===== src/rtl/dt_param_engine.sv =====
// rtl/dt_param_engine.sv - parametrised two-pass distance-transform engine
//
// Purpose: on a start request, unpacks a binary image from the STI ROM into
// the result RAM (one pixel per word), then runs a forward raster pass and a
// backward raster pass over the interior pixels, leaving in the RAM each
// object pixel's (saturated) distance to the background.  Metric is
// chessboard (mode=0) or city-block (mode=1), latched when start is accepted.
//
// Ports:
//   clk, reset     clock (rising edge), asynchronous active-low reset
//   start, mode    one-cycle request and metric select (sampled on accept)
//   busy, done     busy from accept through the done cycle; done one-cycle pulse
//   sti_rd         ROM read strobe, sti_addr word address, sti_di word data
//   res_wr/res_rd  RAM write/read strobes, res_addr = y*IMG_W + x
//   res_do/res_di  RAM write data / combinational read data
module dt_param_engine #(
  parameter int IMG_W  = 128,
  parameter int IMG_H  = 128,
  parameter int ROM_W  = 16,
  parameter int STI_AW = 10,
  parameter int RES_AW = 14,
  parameter int DIST_W = 8
) (
  input  logic              clk,
  input  logic              reset,
  input  logic              start,
  input  logic              mode,
  output logic              busy,
  output logic              done,
  output logic              sti_rd,
  output logic [STI_AW-1:0] sti_addr,
  input  logic [ROM_W-1:0]  sti_di,
  output logic              res_wr,
  output logic              res_rd,
  output logic [RES_AW-1:0] res_addr,
  output logic [DIST_W-1:0] res_do,
  input  logic [DIST_W-1:0] res_di
);

  localparam int XW = $clog2(IMG_W);
  localparam int YW = $clog2(IMG_H);
  localparam int BW = (ROM_W > 1) ? $clog2(ROM_W) : 1;

  localparam logic [XW-1:0]     X_FIRST = XW'(1);
  localparam logic [XW-1:0]     X_LAST  = XW'(IMG_W - 2);
  localparam logic [YW-1:0]     Y_FIRST = YW'(1);
  localparam logic [YW-1:0]     Y_LAST  = YW'(IMG_H - 2);
  localparam logic [BW-1:0]     B_LAST  = BW'(ROM_W - 1);
  localparam logic [STI_AW-1:0] W_LAST  = STI_AW'(IMG_W * IMG_H / ROM_W - 1);

  localparam logic [RES_AW-1:0] A_ONE   = RES_AW'(1);
  localparam logic [RES_AW-1:0] A_THREE = RES_AW'(3);
  localparam logic [RES_AW-1:0] A_ROW   = RES_AW'(IMG_W);
  localparam logic [RES_AW-1:0] A_ROWM1 = RES_AW'(IMG_W - 1);
  localparam logic [RES_AW-1:0] A_ROWP1 = RES_AW'(IMG_W + 1);

  localparam logic [DIST_W-1:0] DMAX = '1;

  localparam logic [3:0] S_IDLE     = 4'd0;
  localparam logic [3:0] S_LOAD_RD  = 4'd1;
  localparam logic [3:0] S_LOAD_WR  = 4'd2;
  localparam logic [3:0] S_FWD_SCAN = 4'd3;
  localparam logic [3:0] S_FWD_NB   = 4'd4;
  localparam logic [3:0] S_FWD_WR   = 4'd5;
  localparam logic [3:0] S_BWD_SCAN = 4'd6;
  localparam logic [3:0] S_BWD_NB   = 4'd7;
  localparam logic [3:0] S_BWD_WR   = 4'd8;
  localparam logic [3:0] S_DONE     = 4'd9;

  logic [3:0]        state;
  logic              mode_q;
  logic [ROM_W-1:0]  word_q;   // shifted left per pixel; MSB is the pixel being written
  logic [STI_AW-1:0] widx;
  logic [BW-1:0]     bidx;
  logic [XW-1:0]     x;
  logic [YW-1:0]     y;
  logic [RES_AW-1:0] p;        // current pixel address, tracks y*IMG_W + x
  logic [1:0]        nb;
  logic [DIST_W-1:0] minv;

  logic [1:0]        nb_last;
  logic [DIST_W:0]   inc;
  logic [DIST_W-1:0] cand;
  logic              fwd_last, bwd_last;
  logic [XW-1:0]     fx, bx;
  logic [YW-1:0]     fy, by;
  logic [RES_AW-1:0] fp, bp, nb_addr;

  assign nb_last  = mode_q ? 2'd1 : 2'd3;
  // Neighbour distance plus one, saturated so a long run never wraps to 0.
  assign inc      = {1'b0, res_di} + (DIST_W+1)'(1);
  assign cand     = inc[DIST_W] ? DMAX : inc[DIST_W-1:0];
  assign fwd_last = (x == X_LAST) && (y == Y_LAST);
  assign bwd_last = (x == X_FIRST) && (y == Y_FIRST);

  // Next interior pixel in each scan direction; the row wrap hops over the
  // two border columns, hence the +/-3 address step.
  always_comb begin
    if (x == X_LAST) begin
      fx = X_FIRST;
      fy = y + YW'(1);
      fp = p + A_THREE;
    end else begin
      fx = x + XW'(1);
      fy = y;
      fp = p + A_ONE;
    end
    if (x == X_FIRST) begin
      bx = X_LAST;
      by = y - YW'(1);
      bp = p - A_THREE;
    end else begin
      bx = x - XW'(1);
      by = y;
      bp = p - A_ONE;
    end
  end

  always_comb begin
    nb_addr = p;
    if (state == S_FWD_NB) begin
      if (mode_q) begin
        nb_addr = (nb == 2'd0) ? p - A_ROW : p - A_ONE;
      end else begin
        case (nb)
          2'd0:    nb_addr = p - A_ROWP1;
          2'd1:    nb_addr = p - A_ROW;
          2'd2:    nb_addr = p - A_ROWM1;
          default: nb_addr = p - A_ONE;
        endcase
      end
    end else if (state == S_BWD_NB) begin
      if (mode_q) begin
        nb_addr = (nb == 2'd0) ? p + A_ONE : p + A_ROW;
      end else begin
        case (nb)
          2'd0:    nb_addr = p + A_ONE;
          2'd1:    nb_addr = p + A_ROWM1;
          2'd2:    nb_addr = p + A_ROW;
          default: nb_addr = p + A_ROWP1;
        endcase
      end
    end
  end

  assign busy     = (state != S_IDLE);
  assign done     = (state == S_DONE);
  assign sti_rd   = (state == S_LOAD_RD);
  assign sti_addr = sti_rd ? widx : '0;
  assign res_rd   = (state == S_FWD_SCAN) || (state == S_FWD_NB) ||
                    (state == S_BWD_SCAN) || (state == S_BWD_NB);
  assign res_wr   = (state == S_LOAD_WR) || (state == S_FWD_WR) || (state == S_BWD_WR);

  always_comb begin
    res_addr = '0;
    res_do   = '0;
    case (state)
      S_LOAD_WR: begin
        res_addr = p;
        res_do   = DIST_W'(word_q[ROM_W-1]);
      end
      S_FWD_SCAN, S_BWD_SCAN: res_addr = p;
      S_FWD_NB, S_BWD_NB:     res_addr = nb_addr;
      S_FWD_WR, S_BWD_WR: begin
        res_addr = p;
        res_do   = minv;
      end
      default: ;
    endcase
  end

  always_ff @(posedge clk or negedge reset) begin
    if (!reset) begin
      state  <= S_IDLE;
      mode_q <= 1'b0;
      word_q <= '0;
      widx   <= '0;
      bidx   <= '0;
      x      <= '0;
      y      <= '0;
      p      <= '0;
      nb     <= '0;
      minv   <= '0;
    end else begin
      case (state)
        S_IDLE: begin
          if (start) begin
            mode_q <= mode;
            widx   <= '0;
            p      <= '0;
            state  <= S_LOAD_RD;
          end
        end
        S_LOAD_RD: begin
          word_q <= sti_di;
          bidx   <= '0;
          state  <= S_LOAD_WR;
        end
        S_LOAD_WR: begin
          word_q <= word_q << 1;
          bidx   <= bidx + BW'(1);
          p      <= p + A_ONE;
          if (bidx == B_LAST) begin
            if (widx == W_LAST) begin
              x     <= X_FIRST;
              y     <= Y_FIRST;
              p     <= A_ROWP1;
              state <= S_FWD_SCAN;
            end else begin
              widx  <= widx + STI_AW'(1);
              state <= S_LOAD_RD;
            end
          end
        end
        S_FWD_SCAN: begin
          if (res_di == '0) begin
            if (fwd_last) begin
              state <= S_BWD_SCAN;
            end else begin
              x <= fx;
              y <= fy;
              p <= fp;
            end
          end else begin
            // Seed with DMAX so the result is the saturated min(nbr)+1.
            minv  <= DMAX;
            nb    <= '0;
            state <= S_FWD_NB;
          end
        end
        S_FWD_NB: begin
          if (cand < minv) minv <= cand;
          nb <= nb + 2'd1;
          if (nb == nb_last) state <= S_FWD_WR;
        end
        S_FWD_WR: begin
          if (fwd_last) begin
            state <= S_BWD_SCAN;
          end else begin
            x     <= fx;
            y     <= fy;
            p     <= fp;
            state <= S_FWD_SCAN;
          end
        end
        S_BWD_SCAN: begin
          if (res_di == '0) begin
            if (bwd_last) begin
              state <= S_DONE;
            end else begin
              x <= bx;
              y <= by;
              p <= bp;
            end
          end else begin
            minv  <= res_di;
            nb    <= '0;
            state <= S_BWD_NB;
          end
        end
        S_BWD_NB: begin
          if (cand < minv) minv <= cand;
          nb <= nb + 2'd1;
          if (nb == nb_last) state <= S_BWD_WR;
        end
        S_BWD_WR: begin
          if (bwd_last) begin
            state <= S_DONE;
          end else begin
            x     <= bx;
            y     <= by;
            p     <= bp;
            state <= S_BWD_SCAN;
          end
        end
        S_DONE:  state <= S_IDLE;
        default: state <= S_IDLE;
      endcase
    end
  end

endmodule


===== config.mk =====
export PLATFORM = sky130hd
export DESIGN_NAME = dt_param_engine
export DESIGN_NICKNAME = d
export VERILOG_FILES = /design/src/rtl/dt_param_engine.sv
export SDC_FILE = /design/constraint.sdc
export NUM_CORES = 1
export LEC_CHECK = 0
export CORE_MARGIN = 2
export CORE_UTILIZATION = 55
export DETAILED_ROUTE_END_ITERATION = 8
export PLACE_DENSITY = 0.78
export REMOVE_ABC_BUFFERS = 1
export SLEW_MARGIN = 20
export SYNTH_ARGS = -nofsm -noshare
export SYNTH_HDL_FRONTEND = slang
export SYNTH_SLANG_ARGS = --single-unit
export TNS_END_PERCENT = 50

===== constraint.sdc =====
create_clock -name clk -period 4.9 [get_ports clk]
set_input_delay 0.98 -clock clk [delete_from_list [all_inputs] [get_ports clk]]
set_output_delay 0.98 -clock clk [all_outputs]
set_load 0.1 [all_outputs]

==> results.toml, run 1 <==
[final_layout]
area_growth_pct = 12.8
nFillCells = 1348
antennaDiodeCount = 0
nNetsFinal = 1242
multi_input_area_um2 = 6190
drive_gt1_frac = 0.107
seq_area_um2 = 1830
final_util = 0.636

[sta]
setup_slack_ns = 0.351
rsz0062_at_grt = "no"
period_share = 0.928
finalSetupViolations = 0
whs_ns = 0.497
worst_pin_slew_ns = 0.990
timing.final.crit_period_ns = 4.55
max_freq_ghz = 0.220
final-hold-violation-count = 0
skew_ns = 0.00633
max-slew-margin-rel = 0.338
slew_violations = 0

[place]
place.port_buffers = 64
place_ws_ns = 0.755
place.gp.congestion = 0.947
detailed_place_hpwl_um = 18500

[worst_setup_path]
startpoint_type = "register"
cp-end-kind = "output port"
cp.arrival_ns = 3.57
crit_type = "reg2out"
worst_ep_required_time_ns = 3.92
crit_path_max_fanout = 11

[route]
firstDrtPassIters = 5
routed_wl_um = 26500
drc_errors = 0
first_iter_violations = 1294
vias_per_cell = 6.71
num_vias = 9268
postRouteAntennaNets = 0
wl_per_cell_um = 19.2

[clock_network]
htreeDepth = 3
cts_hold_buf = 0
cts_root_buffer = "clkbuf_16"
clk_latency_ns = 0.34
cts_resized = 0
cts_tree = "built"
cts.path.max_buffers = 2
clk_pin_slew_ns = 0.06
cts_sinks = 73
post-cts-setup-buffers = 0
numCtsBuffers = 9

[global_route]
gr-total-overflow = 0
grt_max_degree = 74
antenna_found_initial = 0
track_usage = 0.322
grt_pass1_wl_um = 43300
first_global_vias = 8599

[floorplanning]
die_w_um = 129
initial_core_util = 0.564
chipHeight_um = 129
boundaryPins = 65
rows = 45
core_um2 = 15300
die-area_um2 = 16700

[synth]
ys_ff_latch = 73
synth_cells = 1157
ys_seq_area_frac = 0.212
async_flop_share = 1.00
netlist.area_leader.share = 0.212
ys_top_cells_by_area = "dfrtp_1 21%, ha_1 6.8%, a21oi_1 5.1%, nor2_1 5.1%, xnor2_1 4.9%"
syn_area_per_cell_um2 = 7.43
dominantRegCellSynth = "dfrtp_1"
synth_edf_count = 0
syn_area_um2 = 8600
yosys_warnings = 0
synth_cell_types = 96
synth_area_leader_cell = "dfrtp_1"

[hold_path]
holdCritPathClass = "reg2reg"

[flow_run]
maxCapViolCount = 0

[outcome]
status = "completed"
critical path, stage by stage (launching register included):
cell	delay, ns
dfrtp_1	0.44
inv_1	0.11
ha_1	0.16
inv_1	0.20
fa_1	0.48
a211oi_1	0.37
o211ai_1	0.16
a21oi_1	0.35
mux2i_1	0.22
o21ai_0	0.10
a211oi_1	0.24
o21ai_1	0.18
buf_12	0.21
cell usage after synthesis, drive strengths merged (6+ instances only):
cell / instances
nor3: 37
o221ai: 13
xor2: 22
nand4: 19
ha: 47
a21o: 10
buf: 44
a21oi: 88
o22ai: 30
nor4b: 7
a22o: 11
o31ai: 13
nand2b: 10
o21ai: 85
and2: 6
a211oi: 11
a221o: 8
inv: 34
nor4: 15
a31oi: 24
and3: 21
xnor2: 48
nand3: 47
mux2i: 13
or2: 6
mux2: 6
dfrtp: 73
nand2: 111
nor2: 122
clkbuf: 53
a22oi: 13
nor2b: 9
o211ai: 13
final cells by class:
class	instances	area share
Clock buffer	11	0.0260
Clock inverter	5	0.00890
Inverter	36	0.0139
Multi-Input combinational cell	951	0.638
Sequential cell	73	0.188
Tap cell	211	0.0272
Timing Repair Buffer	95	0.0975
path summary, 6_finish.rpt:
check                      startpoint      endpoint  slack (ns)  cells after the start
max                             nb[0]  res_addr[12]        0.35                     12
min                         word_q[7]     word_q[7]        0.50                      2
max reg2reg                  state[2]          y[2]        1.54                      8
min reg2reg                 word_q[7]     word_q[7]        0.50                      2
max in group asynchronous       reset          y[6]        3.50                      1
min in group asynchronous       reset     word_q[5]        0.78                      1
per-layer routing:
| layer | vias up | GRT usage | part of all wire |
|---|---|---|---|
| met3 | 90 | 0.0541 | 0.093 |
| li1 | 4291 | - | - |
| met5 | - | 0 | 0 |
| met2 | 524 | 0.512 | 0.46 |
| met1 | 4363 | 0.430 | 0.42 |
| met4 | 0 | 0.150 | 0.031 |
state kept, by name (all words and copies together) (netlist names):
| name | flops |
|---|---|
| bidx | 4 |
| minv | 8 |
| mode_q | 1 |
| nb | 2 |
| p | 14 |
| state | 4 |
| widx | 10 |
| word_q | 16 |
| x | 7 |
| y | 7 |
stage by stage:
| stage | TNS [ns] | instance area [um2] | cells |
|---|---|---|---|
| after global routing | 0 | 9700 | 1382 |
| after global placement | 0 | 9370 | 1366 |
| after CTS | 0 | 9700 | 1382 |
| final | 0 | 9700 | 1382 |
| after floorplan | -1.23 | 8150 | 1060 |
| after detailed placement | 0 | 9370 | 1366 |
logic make-up after synthesis:
logic type | count (synthesis) | synth area share
AND/OR/NAND/NOR | 442 | 0.270
AO/OA/AOI/OAI | 372 | 0.283
buffers and inverters | 133 | 0.0684
flip-flops | 73 | 0.212
XOR/XNOR | 70 | 0.0713
adder cells (fa/ha/maj) | 48 | 0.0707
multiplexers | 19 | 0.0243
cell usage in the layout (no fill, tap or decap), drive strengths merged, types with 15 or more instances in the layout:
cell / synthesis / routed
clkdlybuf4s50: 0 / 28
nand4: 19 / 19
o21ai: 85 / 85
dfrtp: 73 / 73
xnor2: 48 / 48
xor2: 22 / 22
ha: 47 / 47
o22ai: 30 / 30
nor3: 37 / 37
nand2: 111 / 111
nor4: 15 / 15
nor2: 122 / 122
buf: 44 / 67
nand3: 47 / 47
a31oi: 24 / 24
and3: 21 / 21
a21oi: 88 / 88
inv: 34 / 35
Power of run 1 is not shown: default switching activity piles up to over one toggle a cycle in this logic, so the estimate is an artifact.
==> run 2, diff against run 1 <==
--- a/config.mk
+++ b/config.mk
@@ -8,6 +8,8 @@
 export CORE_MARGIN = 2
 export CORE_UTILIZATION = 55
 export DETAILED_ROUTE_END_ITERATION = 8
+export GPL_TIMING_DRIVEN = 0
+export MAX_ROUTING_LAYER = met4
 export PLACE_DENSITY = 0.78
 export REMOVE_ABC_BUFFERS = 1
 export SLEW_MARGIN = 20
==> run 2 against run 1 <==
Non-clock buffer count decreased by 26. Sequential share of layout area up 0.44 points. Core utilization decreased by 1.3 points. First-iteration DRC count fell by 17%. Final cell count fell by 1.9%. Critical path depth down 4. Cell area down 2.0%. Clock-buffer cell count shrank 2. Routed wire length fell by 0.76%. Largest cell class unchanged.
==> results.toml, run 2 (synthesis results as in run 1) <==
[sta]
skew_ns = 0.00838
max_freq_ghz = 0.210
rsz0062_at_grt = "yes"
worst_pin_slew_ns = 1.11
final-hold-violation-count = 0
period_share = 0.974
timing.final.crit_period_ns = 4.77
whs_ns = 0.500
setup_slack_ns = 0.128
max-slew-margin-rel = 0.263
finalSetupViolations = 0
fin_setup_tns_ns = 0
slew_violations = 0

[floorplanning]
core_um2 = 15300
die-area_um2 = 16700
initial_core_util = 0.564
boundaryPins = 65
die_w_um = 129
rows = 45
chipHeight_um = 129

[final_layout]
area_growth_pct = 10.6
final_common_cell = "nor2_1"
top_regs = "word_q: 16 flops, p: 14 flops, widx: 10 flops"
antennaDiodeCount = 0
drive_gt1_frac = 0.0838
seq_area_um2 = 1830
regMostFlops = "word_q"
nNetsFinal = 1216
nFillCells = 1387
multi_input_area_um2 = 6280
layout_common_cells = "116 x nor2_1, 108 x nand2_1, 87 x a21oi_1"
largest_reg_flops = 16

[route]
firstDrtPassIters = 6
first_iter_violations = 1073
wl_per_cell_um = 19.4
postRouteAntennaNets = 0
vias_per_cell = 6.78
drc_errors = 0
num_vias = 9189
routed_wl_um = 26300

[worst_setup_path]
cp_common_cell = "nand3_1"
cp.arrival_ns = 3.79
critPathMaxStageDelay_ns = 1.00
crit_type = "reg2out"
crit_slowest_cell = "dfrtp_1"
cp-end-kind = "output port"
crit_chain = "nand3_1, nor2_1, nand3_1, nor3_1, a221o_1, a21oi_1, o211ai_1, buf_4"
worst_ep_required_time_ns = 3.92
crit_path_max_fanout = 27
startpoint_type = "register"

[clock_network]
cts.path.max_buffers = 2
cts_sinks = 73
clk_latency_ns = 0.35
numCtsBuffers = 9
htreeDepth = 3
cts_tree = "built"
clk_pin_slew_ns = 0.07
cts_root_buffer = "clkbuf_16"

[global_route]
track_usage = 0.326
gr-total-overflow = 0
use_met2 = 0.499
gr-usage-met3 = 0.0467
grt_max_degree = 54
gr-usage-met1 = 0.438
top_usage_layer = "met2"
grt_pass1_wl_um = 42400
antenna_found_initial = 0
first_global_vias = 8269

[outcome]
status = "completed"

[hold_path]
holdCritPathClass = "in2async"

[place]
place_ws_ns = -1.31
detailed_place_hpwl_um = 17700
place.port_buffers = 64
place.gp.congestion = 0.945

[flow_run]
maxCapViolCount = 0
## run 2: cell count changes in the layout (fill, tap and decap cells not counted), sizes merged
cell / delta
buf: -56
clkdlybuf4s50: +19
clkdlybuf4s15: +4
clkinvlp: +3
dlymetal6s2s: +3
clkinv: -2
inv: +2
bufinv: -1
clkbuf: +1
clkdlybuf4s18: +1
## run 2: layout make-up
cell class / instances / area share
clock inverters: 7 / 0.00868
inverters: 36 / 0.0147
repair buffers: 69 / 0.0726
flip-flops and latches: 73 / 0.193
multi-input cells: 951 / 0.660
clock buffers: 9 / 0.0237
well taps: 211 / 0.0278
## run 2: timing repair
action                     CTS  global route
setup buffers                1             2
hold buffers                 0             0
gates resized for setup     67            15
pin swaps                    0             1
setup endpoints to repair   15            13
## run 2: layer usage
| metal | wire length, um | up-vias |
|---|---|---|
| met4 | 824 | 0 |
| met5 | 0 | - |
| met2 | 12200 | 520 |
| met3 | 2330 | 72 |
| met1 | 11000 | 4343 |
| li1 | - | 4254 |
## run 2: final timing paths
check,from,to,slack [ns],cells after the start
setup / recovery,p[4],res_addr[13],0.13,8
max in group asynchronous,reset,state[2],3.81,2
hold reg to reg,word_q[10],word_q[10],0.50,2
hold / removal,reset,word_q[5],0.50,1
min in group clk,word_q[10],word_q[10],0.50,2
setup reg to reg,state[0],p[6],1.14,7
## run 2: per-stage QoR
stage / cell area, um2 / instances / utilization
after global routing: 9510 / 1356 / 0.623
after global placement: 9050 / 1335 / 0.593
after CTS: 9460 / 1354 / 0.620
final: 9510 / 1356 / 0.623
after floorplan: 8150 / 1060 / -
after detailed placement: 9100 / 1337 / 0.597
## run 2: critical path, delay by kind of cell, from the launching register on
family,cells,cell delay (ns)
AND/OR/NAND/NOR,4,1.58
AO/OA/AOI/OAI,3,0.53
buffers and inverters,1,0.33
flip-flops,1,1.00
Power of run 2 is left out for the same reason.
==> run 3, diff against run 2 <==
--- a/config.mk
+++ b/config.mk
@@ -5,7 +5,6 @@
 export SDC_FILE = /design/constraint.sdc
 export NUM_CORES = 1
 export LEC_CHECK = 0
-export CORE_MARGIN = 2
 export CORE_UTILIZATION = 55
 export DETAILED_ROUTE_END_ITERATION = 8
 export GPL_TIMING_DRIVEN = 0
==> run 3 against run 2 <==
Clock skew up 0.0028 ns. Clock-buffer cell count unchanged. Global-route usage up 1.2 points. Largest cell class unchanged.
==> results.toml, run 3 (synthesis results as in run 1) <==
[clock_network]
clk_latency_ns = 0.36
cts_root_buffer = "clkbuf_16"
cts_hold_buf = 0
cts_sinks = 73
cts.path.max_buffers = 2
cts_tree = "built"
numCtsBuffers = 9
htreeDepth = 3
clk_pin_slew_ns = 0.07

[global_route]
grt_max_degree = 56
gr-total-overflow = 0
first_global_vias = 8433
track_usage = 0.338
grt_pass1_wl_um = 42800
antenna_found_initial = 0

[floorplanning]
core_um2 = 15300
die-area_um2 = 16100
die_w_um = 127
chipHeight_um = 127
initial_core_util = 0.564
boundaryPins = 65
rows = 45

[sta]
rsz0062_at_grt = "yes"
max-slew-margin-rel = 0.253
period_share = 0.981
finalSetupViolations = 0
fin_setup_tns_ns = 0
worst_pin_slew_ns = 1.12
timing.final.crit_period_ns = 4.81
skew_ns = 0.0111
final-hold-violation-count = 0
max_freq_ghz = 0.208
slew_violations = 0

[final_layout]
nFillCells = 1355
largest_reg_flops = 16
area_growth_pct = 10.8
top_regs = "word_q: 16 flops, p: 14 flops, widx: 10 flops"
antennaDiodeCount = 0
regMostFlops = "word_q"
layout_common_cells = "116 x nor2_1, 108 x nand2_1, 87 x a21oi_1"
drive_gt1_frac = 0.0847
nNetsFinal = 1216
finalNonFillerCells = 1356
final_common_cell = "nor2_1"
fin_area_um2 = 9530

[route]
vias_per_cell = 6.76
wl_per_cell_um = 19.3
routed_wl_um = 26100
num_vias = 9173
drc_errors = 0
firstDrtPassIters = 8
postRouteAntennaNets = 0
first_iter_violations = 1033

[place]
placedInstanceArea_um2 = 9110
place.port_buffers = 64
detailed_place_hpwl_um = 17500
place.gp.congestion = 0.953
dp_cells = 1337

[worst_setup_path]
timing.rr.start = "state[0]"
cp.arrival_ns = 3.83
crit_type = "reg2out"
crit_path_max_fanout = 13
reg2reg_depth = 7
startpoint_type = "register"
cp-endpoint = "res_addr[10]"
worst_ep_required_time_ns = 3.92
startpoint = "nb[0]"
cp-end-kind = "output port"
critPathMaxStageDelay_ns = 0.49
r2r_end = "p[6]"
reg2reg_slack_ns = 1.14
crit_slowest_cell = "fa_1"
crit_chain = "inv_1, ha_4, clkinvlp_4, fa_1, a211oi_2, o211ai_1, a21oi_2, nand2_1, xor2_1, nor4_1, o31a_1, buf_6"

[flow_run]
maxCapViolCount = 0

[outcome]
status = "completed"

[hold_path]
holdCritPathClass = "reg2reg"
[run 3: timing repair]
action / 4_1_cts / 5_1_grt
gates resized for setup: 60 / 26
endpoints found under the hold margin: 0 / 0
endpoints found under the setup margin: 17 / 16
pin swaps: 0 / 2
setup buffers: 3 / 0
[run 3: layer usage]
metal | up-vias | global-route usage | wire length, um
met5 | - | - | 0
met4 | 0 | 0.171 | 858
met3 | 77 | 0.0482 | 2090
met2 | 504 | 0.520 | 12000
met1 | 4346 | 0.437 | 11200
li1 | 4246 | - | -
[run 3: layout make-up]
cell class                      count  area (um2)  share of cell area
Clock buffer                        9         225              0.0236
Clock inverter                      7        83.8             0.00880
Timing Repair Buffer               69         683              0.0717
Inverter                           36         143              0.0150
Multi-Input combinational cell    951        6290               0.661
Sequential cell                    73        1830               0.193
Tap cell                          211         264              0.0277
[run 3: critical path, delay by kind of cell (launching register included)]
kind	cells	cell delay (ns)
adders and majority gates	2	0.78
DFF	1	0.47
and+or+nand+nor	2	0.38
AOI/OAI and AO/OA	4	1.01
buffers and inverters	3	0.67
xor gates and xnor gates	1	0.15
[run 3: worst min path at each step]
| stage | start | to | slack, ns | cells after the start |
|---|---|---|---|---|
| detailed placement | word_q[6] | word_q[6] | 0.49 | 2 |
| global placement | word_q[9] | word_q[9] | 0.48 | 2 |
| floorplan | widx[8] | widx[8] | 0.46 | 2 |
| finish | word_q[6] | word_q[6] | 0.50 | 2 |
| global route | word_q[6] | word_q[6] | 0.52 | 2 |
| CTS | word_q[6] | word_q[6] | 0.50 | 2 |
[run 3: stage by stage]
stage	util	setup WS, ns	hold WS [ns]
floorplan	-	-0.854	0.458
global placement	0.593	-1.36	0.475
global route	0.624	-0.0172	0.522
CTS	0.621	-0.0704	0.503
detailed placement	0.597	-1.42	0.486
finish	0.624	0.0920	0.499
Power of run 3 is left out for the same reason.
